<file path="config.mk">
export PLATFORM = sky130hd
export DESIGN_NAME = code_8_3
export DESIGN_NICKNAME = d
export VERILOG_FILES = /design/src/rtl/code_8_3.sv
export SDC_FILE = /design/constraint.sdc
export NUM_CORES = 1
export LEC_CHECK = 0
export ABC_CLOCK_PERIOD_IN_PS = 800
export CAP_MARGIN = 30
export CORE_AREA = 2 2 39 41
export CTS_BUF_LIST = sky130_fd_sc_hd__clkbuf_16
export CTS_CLUSTER_DIAMETER = 120
export DETAILED_ROUTE_END_ITERATION = 12
export DIE_AREA = 0 0 41 43
export PLACE_DENSITY = 0.62
export SLEW_MARGIN = 10
export SYNTH_ARGS = -nofsm -noshare
export SYNTH_HDL_FRONTEND = slang
export SYNTH_HIERARCHICAL = 1
export SYNTH_SLANG_ARGS = --single-unit
export TNS_END_PERCENT = 50
</file>
<file path="constraint.sdc">
create_clock -name clk -period 0.8 [get_ports clk]
set_input_delay 0.16 -clock clk [delete_from_list [all_inputs] [get_ports clk]]
set_output_delay 0.16 -clock clk [all_outputs]
set_load 0.03 [all_outputs]
</file>
<file path="src/rtl/code_8_3.sv">
// code_8_3: registered 8-to-3 priority encoder with valid and multi-hot flags.
// Winner selection is built from one small grant lane per request bit; the
// lanes are independent, so the encoder is a flat OR tree with no ripple chain.

// Grant lane: request IDX wins when it is set and no higher-priority bit is set.
module code_8_3_lane #(
  parameter int LSB_PRIORITY = 0,
  parameter int IDX          = 0
) (
  input  logic [7:0] din,
  output logic       grant
);
  localparam logic [7:0] ONE   = 8'd1;
  localparam logic [7:0] SELF  = ONE << IDX;
  localparam logic [7:0] BELOW = SELF - ONE;
  localparam logic [7:0] ABOVE = ~(BELOW | SELF);
  // Bits that outrank this lane: lower indices when LSB wins, higher otherwise.
  localparam logic [7:0] BLOCK = (LSB_PRIORITY != 0) ? BELOW : ABOVE;

  // Grant only when nothing of higher priority is requesting.
  always_comb begin
    grant = din[IDX] & ~|(din & BLOCK);
  end
endmodule

module code_8_3 #(
  parameter int LSB_PRIORITY = 0
) (
  input  logic       clk,
  input  logic       rst_n,
  input  logic       en,
  input  logic [7:0] din,
  output logic [2:0] dout,
  output logic       valid,
  output logic       multi
);
  localparam int NUM_LANES = 8;
  localparam int IDX_W     = 3;

  typedef struct packed {
    logic [IDX_W-1:0] idx;
    logic             valid;
    logic             multi;
  } enc_t;

  logic [NUM_LANES-1:0] grant;
  enc_t                 enc_d;
  enc_t                 enc_q;

  // One grant lane per request bit; at most one lane can be high.
  genvar g;
  generate
    for (g = 0; g < NUM_LANES; g++) begin : g_lane
      code_8_3_lane #(
        .LSB_PRIORITY (LSB_PRIORITY),
        .IDX          (g)
      ) u_lane (
        .din   (din),
        .grant (grant[g])
      );
    end
  endgenerate

  // Encode the one-hot grant to binary; an idle vector yields index 0.
  always_comb begin
    enc_d.idx = '0;
    for (int i = 0; i < NUM_LANES; i++) begin
      if (grant[i]) enc_d.idx = enc_d.idx | IDX_W'(i);
    end
  end

  // Saturating population count: track "seen one" and "seen two or more".
  always_comb begin
    logic seen_one;
    logic seen_two;
    seen_one = 1'b0;
    seen_two = 1'b0;
    for (int i = 0; i < NUM_LANES; i++) begin
      seen_two = seen_two | (seen_one & din[i]);
      seen_one = seen_one | din[i];
    end
    enc_d.valid = seen_one;
    enc_d.multi = seen_two;
  end

  // Output register: capture on en, hold otherwise, clear asynchronously.
  always_ff @(posedge clk or negedge rst_n) begin
    if (!rst_n) begin
      enc_q <= '0;
    end else if (en) begin
      enc_q <= enc_d;
    end
  end

  assign dout  = enc_q.idx;
  assign valid = enc_q.valid;
  assign multi = enc_q.multi;
endmodule

</file>
==> results of run 1 <==
## worst min path at each step
stage	endpoint	slack [ns]	cells past startpoint
global route	multi	0.18	1
detailed placement	dout[1]	0.40	1
floorplan	dout[0]	-0.14	0
CTS	dout[1]	0.16	1
finish	valid	0.16	1
global placement	dout[1]	0.41	1
## final cells by class
type	count	area, µm²
fillers	129	558
multi-input cells	31	325
repair buffers	30	277
flip-flops and latches	5	125
clock buffers	3	75.1
well taps	16	20.0
clock inverters	1	3.75
## kinds of logic (layout without fill, tap and decap cells)
logic type | count (synthesis) | in the layout | share of synthesized area, %
DFF | 5 | 5 | 33.3
AOI/OAI and AO/OA | 7 | 7 | 12.3
and+or+nand+nor | 22 | 22 | 46.0
buffers and inverters | 2 | 34 | 3.00
adders and majority gates | 2 | 2 | 5.33
## where the power goes
| part | leakage [nW] | total [mW] | internal (mW) | switching (mW) |
|---|---|---|---|---|
| sequential | 0.0496 | 0.282 | 0.271 | 0.0110 |
| clock | 0.0423 | 0.800 | 0.646 | 0.154 |
| combinational | 0.241 | 0.328 | 0.174 | 0.154 |
| total | 0.333 | 1.41 | 1.09 | 0.319 |
## per-layer routing
layer	wire (µm)	vias to the layer above	track usage, %
met5	0	-	0
met4	14	0	10.0
met3	82	2	3.66
met2	546	13	21.9
met1	420	199	20.5
li1	-	214	-
## cell usage after synthesis
library cell and count:
dfrtp_1 5, nor2_1 5, a21oi_1 4, nor4_1 3
maj3_1 2, nor4_2 2, or3_1 2, or4b_1 2
a41oi_1 1, buf_4 1, clkbuf_1 1, nand2_1 1
nand2b_1 1, nor2b_4 1, nor3_1 1, nor3_2 1
nor3b_2 1, nor4b_2 1, o21ai_0 1, o31ai_2 1
or4_4 1
## critical path: stages
cell     delay [ns]
buf_6          0.10
buf_6          0.11
or4b_4         0.50
nor3_4         0.15
nor4_2         0.07
a21oi_1        0.13
## flip-flops by register name, indices dropped and copies added, names as in the netlist
signal and flops:
valid 1, multi 1, dout 3
## through the flow
step | instances | TNS, ns | util, % | cell area (µm²)
floorplan | 38 | -1.16 | - | 375
finish | 86 | -1.48 | 59.7 | 826
global route | 86 | -1.88 | 59.7 | 826
detailed placement | 78 | -4.05 | 43.7 | 604
global placement | 78 | -3.98 | 43.7 | 604
CTS | 86 | -1.83 | 56.7 | 785
## repair_timing
item | in CTS | in global routing
buffers inserted | 4 | 0
pin swaps | 12 | 8
endpoints found under the setup margin | 10 | 10
resized for setup | 55 | 6
==> flow_summary.yaml, run 1 <==
status:
  status: "complete, but fails checks"
  violations: "setup timing"
worst_setup_path:
  reg2reg_slack_ns: 0.11
  r2r_start: "multi"
  reg2reg_depth: 2
  crit_end: "dout[1]"
  crit_type: "in -> reg"
  endpoint_kind: "register"
  start_kind: "input pin"
  cp.arrival_ns: 1.21
  r2r_end: "multi"
  cp-startpoint: "din[5]"
  crit_required_ns: 0.95
  cp_max_fo: 2
floorplan:
  ios: 16
  dieArea_um2: 1760
  initial_core_util_pct: 27.1
  fp-row-count: 14
  core_area_um2: 1380
  die_h_um: 43
  fp.dieW_um: 41
synth:
  synth_nets: 49
  synth.avg_cell_area_um2: 9.88
  syn-cell-area_um2: 375
  synth_cells: 38
  synth_cell_types: 21
  yosysTopAreaCell: "dfrtp_1"
  yosysWarnings: 6
  ys_ff_latch: 5
  ys_seq_area_share_pct: 33.3
  synth_top_cell_area_share_pct: 33.3
  synth_area_leaders: "dfrtp_1 33%, nor4_2 6.7%, a21oi_1 5.3%, maj3_1 5.3%, or4b_1 5.3%"
clocking:
  cts.path.max_buffers: 2
  htree_levels: 1
  cts_buffers: 3
  clock_latency_ns: 0.23
  cts-root-buf: "clkbuf_16"
  cts_sinks: 5
  clk_pin_slew_ns: 0.03
  tritoncts: "built"
  cts_hold_buf: 0
placed_design:
  place.gp.congestion: 0.702
  numPortBuffers: 15
  dp_hpwl_um: 726
  dp_slack_ns: -0.910
sta:
  finalHoldViolations: 0
  fmax_mhz: 945
  setup_slack_ns: -0.258
  timing.hold.ws_ns: 0.156
  grt_setup_unrepaired: "true"
  period_needed_ns: 1.06
  slew_headroom_pct: 83.1
  finalSetupViolations: 10
  fin_skew_ns: 0
  worstMarginPinSlew_ns: 0.251
  slew_violations: 0
  fin_crit_sh_pct: 132
power:
  ir_worst_vdd_uv: 1530
  p_total_mw: 1.41
  p_leak_nw: 0.333
  powerDensity_nw_per_um2: 1710
grt:
  grt_pass1_vias: 450
  track_usage_pct: 15.6
  antenna_found_initial: 0
  grt_max_degree: 11
  grt_first_pass_wirelength_mm: 1.83
  overflow: 0
routing:
  drt_first_iter_violations: 0
  routed_via_density: 4.98
  wirelength_mm: 1.06
  drt_pass1_iterations: 1
  ant_nets: 0
  drc: 0
  avgRoutedWirePerCell_um: 12.4
  vias: 428
min_path:
  hold_class: "in -> async"
layout:
  areaGrowthSynthToFinish_pct: 120
  n_antenna_cell: 0
  final_nets: 82
  layout_commonest_cell: "buf_6"
  drive_above_1_share_pct: 67.1
  final_cell_mix: "15 x buf_6, 9 x buf_4, 5 x nor2_1, 5 x dfrtp_1"
run:
  maxCapViolations: 0
Power figures use the tool's default switching activity.
==> inputs of run 2 (changes only) <==
--- a/config.mk
+++ b/config.mk
@@ -12,6 +12,7 @@
 export CTS_CLUSTER_DIAMETER = 120
 export DETAILED_ROUTE_END_ITERATION = 12
 export DIE_AREA = 0 0 41 43
+export MAX_ROUTING_LAYER = met4
 export PLACE_DENSITY = 0.62
 export SLEW_MARGIN = 10
 export SYNTH_ARGS = -nofsm -noshare
==> results of run 2 <==
No change in the layout: final DEF, timing and power equal those of run 1.
Among the figures that moved: final weighted congestion in routability-driven placement 0.702 -> 0.710; overall routing resource usage 15.6% -> 16.0%
